==> src/rtl/uart_pkg.sv <==
// Shared UART definitions: receiver state encoding and framing constants.
// The transmitter reuses the data-bit count and default baud divisor.
package uart_pkg;

  localparam int UART_DATA_BITS            = 8;
  localparam int UART_DEFAULT_CLKS_PER_BIT = 868;  // 100 MHz / 115200

  typedef enum logic [2:0] {
    IDLE,
    START,
    DATA,
    STOP,
    BREAK
  } uart_rx_state_t;

endpackage

==> src/rtl/uart_sync.sv <==
// Multi-flop synchroniser for a single asynchronous input bit.
// RESET_VALUE lets an idle-high line come out of reset without a false edge.
module uart_sync #(
  parameter int   DEPTH       = 2,
  parameter logic RESET_VALUE = 1'b0
) (
  input  logic clk,
  input  logic reset,
  input  logic d,
  output logic q
);

  logic [DEPTH-1:0] stages_reg;
  logic [DEPTH:0]   shifted;

  // One spare bit on top keeps the slice legal even for DEPTH = 1.
  assign shifted = {stages_reg, d};

  always_ff @(posedge clk or posedge reset) begin
    if (reset) begin
      stages_reg <= {DEPTH{RESET_VALUE}};
    end else begin
      stages_reg <= shifted[DEPTH-1:0];
    end
  end

  assign q = stages_reg[DEPTH-1];

endmodule

==> src/rtl/uart_receiver.sv <==
// 8N1 UART receive front end: mid-bit sampling of a synchronised rx line,
// one-cycle recv_ok / frame_err strobes, BREAK state for held-low lines.
module uart_receiver
  import uart_pkg::*;
#(
  parameter int CLKS_PER_BIT = UART_DEFAULT_CLKS_PER_BIT
) (
  input  logic                      clk,
  input  logic                      reset,
  input  logic                      rx,
  output logic [UART_DATA_BITS-1:0] recv_data,
  output logic                      recv_ok,
  output logic                      frame_err,
  output logic                      busy
);

  localparam int CNT_W = $clog2(CLKS_PER_BIT);
  localparam int IDX_W = $clog2(UART_DATA_BITS);
  localparam logic [CNT_W-1:0] HALF_LAST = CNT_W'(CLKS_PER_BIT / 2 - 1);
  localparam logic [CNT_W-1:0] BIT_LAST  = CNT_W'(CLKS_PER_BIT - 1);
  localparam logic [IDX_W-1:0] IDX_LAST  = IDX_W'(UART_DATA_BITS - 1);

  logic rx_s;

  uart_rx_state_t            state_reg, state_next;
  logic [CNT_W-1:0]          cnt_reg, cnt_next;
  logic [IDX_W-1:0]          idx_reg, idx_next;
  logic [UART_DATA_BITS-1:0] shift_reg, shift_next;
  logic                      good_next, bad_next;

  uart_sync #(
    .DEPTH      (2),
    .RESET_VALUE(1'b1)
  ) u_rx_sync (
    .clk  (clk),
    .reset(reset),
    .d    (rx),
    .q    (rx_s)
  );

  always_ff @(posedge clk or posedge reset) begin
    if (reset) begin
      state_reg <= IDLE;
      cnt_reg   <= '0;
      idx_reg   <= '0;
      shift_reg <= '0;
    end else begin
      state_reg <= state_next;
      cnt_reg   <= cnt_next;
      idx_reg   <= idx_next;
      shift_reg <= shift_next;
    end
  end

  always_comb begin
    state_next = state_reg;
    cnt_next   = cnt_reg;
    idx_next   = idx_reg;
    shift_next = shift_reg;
    good_next  = 1'b0;
    bad_next   = 1'b0;
    unique case (state_reg)
      IDLE: begin
        if (!rx_s) begin
          state_next = START;
          cnt_next   = '0;
        end
      end
      START: begin
        // Re-check the start bit half a bit in; a high line here was a glitch.
        if (cnt_reg == HALF_LAST) begin
          cnt_next   = '0;
          idx_next   = '0;
          state_next = rx_s ? IDLE : DATA;
        end else begin
          cnt_next = cnt_reg + 1'b1;
        end
      end
      DATA: begin
        if (cnt_reg == BIT_LAST) begin
          cnt_next   = '0;
          shift_next = {rx_s, shift_reg[UART_DATA_BITS-1:1]};
          idx_next   = idx_reg + 1'b1;
          if (idx_reg == IDX_LAST) begin
            state_next = STOP;
          end
        end else begin
          cnt_next = cnt_reg + 1'b1;
        end
      end
      STOP: begin
        if (cnt_reg == BIT_LAST) begin
          cnt_next = '0;
          if (rx_s) begin
            good_next  = 1'b1;
            state_next = IDLE;
          end else begin
            bad_next   = 1'b1;
            state_next = BREAK;
          end
        end else begin
          cnt_next = cnt_reg + 1'b1;
        end
      end
      BREAK: begin
        if (rx_s) begin
          state_next = IDLE;
        end
      end
      default: begin
        state_next = IDLE;
      end
    endcase
  end

  // Strobes come from the STOP decision only, so they can never overlap or repeat.
  always_ff @(posedge clk or posedge reset) begin
    if (reset) begin
      recv_data <= '0;
      recv_ok   <= 1'b0;
      frame_err <= 1'b0;
    end else begin
      recv_ok   <= good_next;
      frame_err <= bad_next;
      if (good_next) begin
        recv_data <= shift_reg;
      end
    end
  end

  assign busy = (state_reg != IDLE);

endmodule

==> config.mk <==
export PLATFORM = sky130hd
export DESIGN_NAME = uart_receiver
export DESIGN_NICKNAME = d
export VERILOG_FILES = /design/src/rtl/uart_pkg.sv /design/src/rtl/uart_sync.sv /design/src/rtl/uart_receiver.sv
export SDC_FILE = /design/constraint.sdc
export NUM_CORES = 1
export LEC_CHECK = 0
export ABC_CLOCK_PERIOD_IN_PS = 2260
export CAP_MARGIN = 25
export CORE_AREA = 2 2 59 61
export DETAILED_ROUTE_END_ITERATION = 10
export DIE_AREA = 0 0 61 63
export GPL_TIMING_DRIVEN = 0
export HOLD_SLACK_MARGIN = 0.15
export PLACE_DENSITY = 0.76
export SYNTH_ARGS = -nofsm -noshare
export SYNTH_HDL_FRONTEND = slang
export SYNTH_SLANG_ARGS = --single-unit
export TNS_END_PERCENT = 10
==> constraint.sdc <==
create_clock -name clk -period 2.26 [get_ports clk]
set_input_delay 0.339 -clock clk [delete_from_list [all_inputs] [get_ports clk]]
set_output_delay 0.339 -clock clk [all_outputs]
set_load 0.01 [all_outputs]
Word-level counts from Yosys, hierarchy flattened
Index checks and enable logic that the tools add are counted.

cells by class
  $add $sub $neg = 2
  equal/unequal tests = 13
  multiplexer cells = 22
  reduce and logical (&&, ||, !) cells = 9

operators with widths
  kind                                                   number
  2-to-1 mux 10 bit                                      3
  one-hot mux 10 bit (3 select lines)                    1
  2-to-1 mux 3 bit                                       9
  one-hot mux 3 bit (5 select lines)                     1
  adder 10 x 1 -> 10 bit, second input constant          1
  equality test 10 bit, second input constant            1
  equality test 10 x 9 -> 1 bit, second input constant   1
  inequality test 2 bit, second input constant           5
  equality test 3 x 2 -> 1 bit, second input constant    2
  equality test 3 bit, second input constant             2
  2-to-1 mux 1 bit                                       6
  one-hot mux 3 bit (2 select lines)                     1
  AND reduction 6 bit                                    1
  nonzero test 3 bit                                     2
  AND reduction 2 bit                                    2
  adder 3 x 1 -> 3 bit, second input constant            1
  equality test 3 x 1 -> 1 bit, second input constant    1
  logical NOT 3 bit                                      1
  AND reduction 3 bit                                    1
  2-to-1 mux 2 bit                                       1
  inequality test 2 x 1 -> 1 bit, second input constant  1
  nonzero test 2 bit                                     1
  OR reduction 2 bit                                     1

storage, ports and cells
  register bits after elaboration = 36
  input bits = 3
  output and inout port bits = 11
  logic and storage cells = 54

Longest topological paths before layout
Gate-level depths: netlist (run 1).

  depth after elaboration = 4
  mapped depth = 8

Cells and area by module
Synthesis (run 1) repeated with hierarchy kept, for this count alone.

unflattened totals
  cells, all modules = 155
  area, all modules = 1716.6 µm²

modules (own cells, without submodules)
  module         times used  cells an instance  area each (µm²)  sequential area each (µm²)
  uart_receiver  1           152                1660.3           850.8
  uart_sync      1           3                  56.3             52.6

Worst setup path after synthesis (run 1)
Ideal clock, no wire load.

  kind = flip-flop to flip-flop
  start = register cnt_reg[0]
  end = register recv_data[0]
  arrival = 1.699 ns
  data required time = 2.135 ns
  path slack = 0.437 ns
  stages on the path, launching flop included = 6
  period minus slack after synthesis = 1.823 ns
  cell sequence = dfrtp_1 > ha_1 > and4bb_1 > nand4_2 > nor3_4 > mux2_2

on the way
  word-level cells in the longest chain between the ends = 3

RTL lines
  element                   RTL line              RTL
  start: declaration        uart_receiver.sv:26   logic [CNT_W-1:0] cnt_reg, cnt_next;
  start signal: assignment  uart_receiver.sv:49   cnt_reg <= cnt_next;
  equality test 10 bit      uart_receiver.sv:92   if (cnt_reg == BIT_LAST) begin
  2-to-1 mux 1 bit          uart_receiver.sv:92
  2-to-1 mux 1 bit          uart_receiver.sv:62   unique case (state_reg)
  end signal: assignment    uart_receiver.sv:126  recv_data <= shift_reg;
  end: declaration          uart_receiver.sv:11   output logic [UART_DATA_BITS-1:0] recv_data,

Every way passes these cells.
A chain may end at the register's enable or synchronous reset.

Worst setup path in the final report (run 1)
  start = register cnt_reg[0]
  end = register recv_data[3]

Same word-level chain as after synthesis.

==> results of run 1 <==
==> power by group through the flow <==
stage,clock network (W),logic [W],registers (W)
6_report,0.000443,0.0000256,0.000647
5_1_grt,0.000485,0.0000295,0.000648
4_1_cts,0.000449,0.0000267,0.000647
3_5_place_dp,0,0.0000266,0.000660
3_3_place_gp,0,0.0000197,0.000660
2_1_floorplan,0,0.0000129,0.000660
==> synth_stat cells, types with 2 or more instances <==
library cell and count:
dfrtp_1 34, nand2_1 22, nor2_1 9, mux2_2 8, mux2_4 7, o21ai_0 6
or4_1 5, ha_1 4, inv_1 4, o211ai_1 4, buf_2 3, clkbuf_1 3
nand3_1 3, a21oi_1 2, and4_1 2, dfstp_2 2, mux2_1 2, nand4b_1 2
nor2b_1 2, nor3_1 2, nor3b_1 2, o2bb2ai_1 2, o31ai_1 2, or3_1 2
==> final cells by class <==
| type | count | area [µm²] | area share, % |
|---|---|---|---|
| well taps | 46 | 57.6 | 2.83 |
| inverters | 4 | 15.0 | 0.739 |
| multi-input cells | 107 | 783 | 38.5 |
| clock buffers | 6 | 41.3 | 2.03 |
| plain buffers | 7 | 38.8 | 1.91 |
| flip-flops and latches | 36 | 903 | 44.5 |
| clock inverters | 2 | 35.0 | 1.72 |
| repair buffers | 14 | 158 | 7.76 |
==> cells in the final DEF (no fill, tap or decap), drive strengths merged, types with 2 or more instances in the layout <==
cell type	n
a21oi	3
and4	2
buf	5
clkbuf	9
clkdlybuf4s50	13
dfrtp	34
dfstp	2
ha	4
inv	4
mux2	17
nand2	22
nand3	3
nand4	2
nand4b	2
nor2	10
nor2b	2
nor3	3
nor3b	2
o211ai	4
o21ai	6
o2bb2ai	2
o31ai	2
or2	3
or3	2
or4	5
==> cell families after synthesis <==
logic type / after synthesis / synth area share [%]
compound gates: 22 / 8.54
flops: 36 / 51.8
simple gates: 63 / 20.4
buf+inv: 12 / 3.30
fa+ha+maj: 4 / 2.87
mux: 18 / 13.1
==> layer usage <==
| layer | up-vias | wire [µm] | track usage (%) |
|---|---|---|---|
| li1 | 592 | - | - |
| met3 | 12 | 154 | 6.83 |
| met4 | 0 | 100 | 10.6 |
| met1 | 609 | 1410 | 26.1 |
| met5 | - | 0 | 0 |
| met2 | 40 | 1650 | 30.9 |
==> critical path: stages (launching register included) <==
cell,delay [ns]
dfrtp_1,0.45
ha_1,0.28
and4bb_1,0.23
nand4_2,0.20
nor3_4,0.45
mux2_2,0.40
==> worst max-delay path by stage <==
stage,endpoint,slack (ns),depth (start not counted)
finish,recv_data[3]$_DFFE_PP0P_,0.14,5
global route,recv_data[1]$_DFFE_PP0P_,0.02,5
CTS,busy,0.07,3
detailed placement,recv_data[3]$_DFFE_PP0P_,0.16,5
global placement,recv_data[0]$_DFFE_PP0P_,0.25,5
floorplan,recv_data[0]$_DFFE_PP0P_,0.44,5
==> stage by stage <==
step,hold slack (ns),power [W],worst slack [ns],std cells,util (%)
CTS,0.363,0.00112,0.0689,223,63.0
detailed placement,0.348,0.000686,0.157,215,60.6
finish,0.363,0.00112,0.138,222,62.9
global placement,0.347,0.000679,0.248,214,59.8
floorplan,0.343,0.000673,0.437,155,-
global route,0.362,0.00116,0.0156,222,62.9
==> flow_summary.toml, run 1 <==
[sta]
clock.fmax_mhz = 471
tightest_slew_ns = 0.619
slew_headroom_pct = 58.7
tns_ns = 0
finalHoldViolations = 0
clock_skew_ns = 0.0121
setup_viol_count_final = 0
rsz0062_at_grt = "false"
period_needed_ns = 2.12
fin_crit_sh_pct = 93.9
slew_violations = 0

[placement]
placed_area_um2 = 1960
io_buffer_count = 13
gp_congestion = 0.805
dp_hpwl_mm = 2.48

[detailed_routing]
drt-vias-per-instance = 5.64
wl_per_cell_um = 14.9
num_vias = 1253
drc = 0
wirelength_mm = 3.31
drtIter0Drc = 41
ant_nets = 0
firstDrtPassIters = 4

[worst_setup_path]
reg2reg_slack_ns = 0.14
reg2reg_depth = 5
r2r-end = "recv_data[3]$_DFFE_PP0P_"
endpoint_kind = "flip-flop"
critPathMaxFanout = 8
path_class = "reg -> reg"
required_ns = 2.49
cp-start-kind = "flip-flop"
arrival_ns = 2.35
crit_path_start = "cnt_reg[0]$_DFFE_PP0P_"
rr_startpoint = "cnt_reg[0]$_DFFE_PP0P_"

[job]
max_cap_viol_count = 0

[clocking]
cts_made_buffers = 5
clk_pin_slew_ns = 0.11
clk_path_buf_depth = 2
clock-sinks = 36
cts_root_buf = "clkbuf_4"
cts_max_level = 2
clk_latency_ns = 0.34
cts_hold_buf = 0
cts-resized-gates = 0
cts_tree = "done"
post_cts_buffers = 0

[grt]
grt_pass1_wl_mm = 5.82
grt_max_degree = 24
grt_usage_pct = 20.6
grt.overflow.total = 0
grt_pass1_vias = 1280
antenna_found_initial = 0

[synthesis]
syn_area_per_cell_um2 = 11.3
synth_top_area_share_pct = 48.8
synth_seq_cells = 36
synth_area_leaders = "dfrtp_1 (49%), mux2_4 (6.0%), mux2_2 (5.2%), nand2_1 (4.7%), dfstp_2 (3.0%)"
synth_edf_count = 0
syn_area_um2 = 1740
async_flop_share_pct = 100
postSynthCellCount = 155
synth_fp_nets = 162
yosys_warnings = 0
synth_top_cell_by_area = "dfrtp_1"
synthDistinctLibCells = 45
yosysSeqAreaShare_pct = 51.8
ys.flop_type = "dfrtp_1"

[power]
p_sw_w = 0.000228
p_seq_share_pct = 58.0
power_frac_comb_pct = 2.3
peakVddDrop_mv = 0.418
clkPwrFrac_pct = 39.7
swShare_pct = 20.4
power.internal_w = 0.000888
leakage_nw = 0.952
p_per_area_nw_per_um2 = 549

[floorplanning]
start_util_pct = 54.0
fp-row-count = 21
die_area_um2 = 3840
die_w_um = 61
io_pins = 14
design.core.area_um2 = 3230
die_h_um = 63

[final_layout]
n_fill_cell = 277
diodes = 0
num-nets-final = 182
largest_register_ffs = 10
layout-drive-gt1-share_pct = 19.9
final_area_um2 = 2030
area.growth.synth_to_final_pct = 16.5

[hold_path]
holdCritPathClass = "in -> async"

[run_status]
status = "completed"
Note: power is estimated with default switching activity, not from simulation.
==> inputs of run 2 (changes only) <==
--- a/config.mk
+++ b/config.mk
@@ -10,6 +10,7 @@
 export CORE_AREA = 2 2 59 61
 export DETAILED_ROUTE_END_ITERATION = 10
 export DIE_AREA = 0 0 61 63
+export GPL_ROUTABILITY_DRIVEN = 0
 export GPL_TIMING_DRIVEN = 0
 export HOLD_SLACK_MARGIN = 0.15
 export PLACE_DENSITY = 0.76
==> results of run 2 <==
Final layout, timing and power as in run 1 (identical DEF).
==> inputs of run 3 (changes only) <==
--- a/config.mk
+++ b/config.mk
@@ -13,7 +13,7 @@
 export GPL_ROUTABILITY_DRIVEN = 0
 export GPL_TIMING_DRIVEN = 0
 export HOLD_SLACK_MARGIN = 0.15
-export PLACE_DENSITY = 0.76
+export PLACE_DENSITY = 0.72
 export SYNTH_ARGS = -nofsm -noshare
 export SYNTH_HDL_FRONTEND = slang
 export SYNTH_SLANG_ARGS = --single-unit
==> run 3 against run 2 <==
  * Cell area is 0.92% lower
  * Sequential share of layout area is 0.41 points higher
  * Highest routed layer unchanged
  * Register-to-register slack better by 0.08 ns
  * Global-route usage is 0.28 points lower
  * First-iteration DRC count down 7.3%
  * Worst hold slack got worse by 0.054 ns
  * Via count fell by 4.4%
  * Sequential power is essentially flat
  * Clock skew grew 0.0015 ns
  * Non-clock buffer count increased by 1
  * Sequential cell count unchanged
==> flow_summary.toml, run 3 (same netlist as run 1, synthesis figures left out) <==
[run_status]
status = "completed"

[sta]
period_needed_ns = 2.14
tns_ns = 0
clock.fmax_mhz = 468
hold_slack_ns = 0.310
setup_viol_count_final = 0
clock_skew_ns = 0.0137
tightest_slew_ns = 0.493
slew_violations = 0
fin_crit_sh_pct = 94.6
rsz0062_at_grt = "false"
slew_headroom_pct = 67.1
finalHoldViolations = 0

[final_layout]
ff_latch_area_um2 = 903
final_cells = 223
num-nets-final = 183
diodes = 0
largest_register_ffs = 10
layout_common_cells = "dfrtp_1 (34), nand2_1 (22), clkdlybuf4s50_1 (13)"
multi_input_area_um2 = 783
layout-drive-gt1-share_pct = 19.2
final_common_cell = "dfrtp_1"
n_fill_cell = 264
area.growth.synth_to_final_pct = 15.4
utilization_pct = 62.3

[floorplanning]
start_util_pct = 54.0
fp-row-count = 21
design.core.area_um2 = 3230
io_pins = 14
die_h_um = 63
die_w_um = 61
die_area_um2 = 3840

[clocking]
cts_made_buffers = 5
cts_tree = "done"
clock-sinks = 36
cts-resized-gates = 0
clk_path_buf_depth = 2
post_cts_buffers = 0
cts_max_level = 2
cts_root_buf = "clkbuf_4"
cts_hold_buf = 0
clk_latency_ns = 0.34
clk_pin_slew_ns = 0.11

[worst_setup_path]
cp-start-kind = "flip-flop"
crit_path_start = "state_reg[2]$_DFFE_PP0P_"
critPathMaxFanout = 10
slowest_delay_ns = 0.48
critPathSlowestCell = "clkdlybuf4s50_1"
required_ns = 1.92
reg2reg_slack_ns = 0.22
reg2reg_depth = 5
crit_chain = "clkbuf_1 > or3_1 > clkdlybuf4s50_1"
rr_startpoint = "cnt_reg[0]$_DFFE_PP0P_"
arrival_ns = 1.80
endpoint_kind = "output pin"
path_class = "reg -> out"
r2r-end = "recv_data[4]$_DFFE_PP0P_"

[job]
max_cap_viol_count = 0

[hold_path]
holdCritPathClass = "in -> async"

[power]
p_per_area_nw_per_um2 = 500
leakage_nw = 0.941
peakVddDrop_mv = 0.315

[detailed_routing]
num_vias = 1198
drtIter0Drc = 38
drc = 0
ant_nets = 0
wirelength_mm = 3.12
drt-vias-per-instance = 5.37
firstDrtPassIters = 4
wl_per_cell_um = 14.0

[grt]
grt_pass1_wl_mm = 5.87
grt_pass1_vias = 1263
antenna_found_initial = 0
grt_max_degree = 27
grt.overflow.total = 0
grt_usage_pct = 20.4

[placement]
io_buffer_count = 13
placedCellCount = 215
dp_hpwl_mm = 2.37
## run 3: cell types whose count changed in the layout (fill, tap and decap cells not counted)
cell,delta
bufinv_16,-1
clkbuf_1,+2
clkinv_2,-1
clkinv_4,+1
## run 3: routing by layer
metal  share of wire [%]  vias to the layer above  GRT usage (%)
met5                   0                        -              0
met4                 1.1                        0           7.34
met3                 3.5                        4           7.25
met2                  46                       19           28.5
met1                  49                      580           29.0
li1                    -                      595              -
## run 3: through the flow
stage / power, W / setup WS, ns / instance area [µm²]
after detailed placement: 0.000686 / 0.204 / 1960
after global routing: 0.00106 / 0.0259 / 2010
after floorplan: 0.000673 / 0.437 / 1740
after global placement: 0.000680 / 0.248 / 1930
after CTS: 0.00102 / 0.0960 / 2010
final: 0.00101 / 0.121 / 2010
## run 3: worst max-delay path, delay by kind of cell, from the launching register on
family,cells,cell delay (ns)
AND/OR/NAND/NOR,1,0.40
flip-flops,1,0.38
buffers and inverters,2,0.68
## run 3: worst max path at each step
stage                               end  slack (ns)
2_1_floorplan  recv_data[0]$_DFFE_PP0P_        0.44
4_1_cts                            busy         0.1
6_report                           busy        0.12
3_3_place_gp   recv_data[4]$_DFFE_PP0P_        0.25
5_1_grt                            busy        0.03
3_5_place_dp   recv_data[4]$_DFFE_PP0P_        0.20
## run 3: layout make-up
cell class	instances	area share [%]
inverters	4	0.746
plain buffers	8	2.11
multi-input cells	107	38.9
repair buffers	14	7.83
clock buffers	7	2.24
clock inverters	1	0.435
flip-flops and latches	36	44.9
well taps	46	2.86
## run 3: report_power, final
part           internal, W  switching [W]
registers         0.000647    0.000000376
clock network     0.000125       0.000210
logic           0.00000888      0.0000164
total             0.000781       0.000227
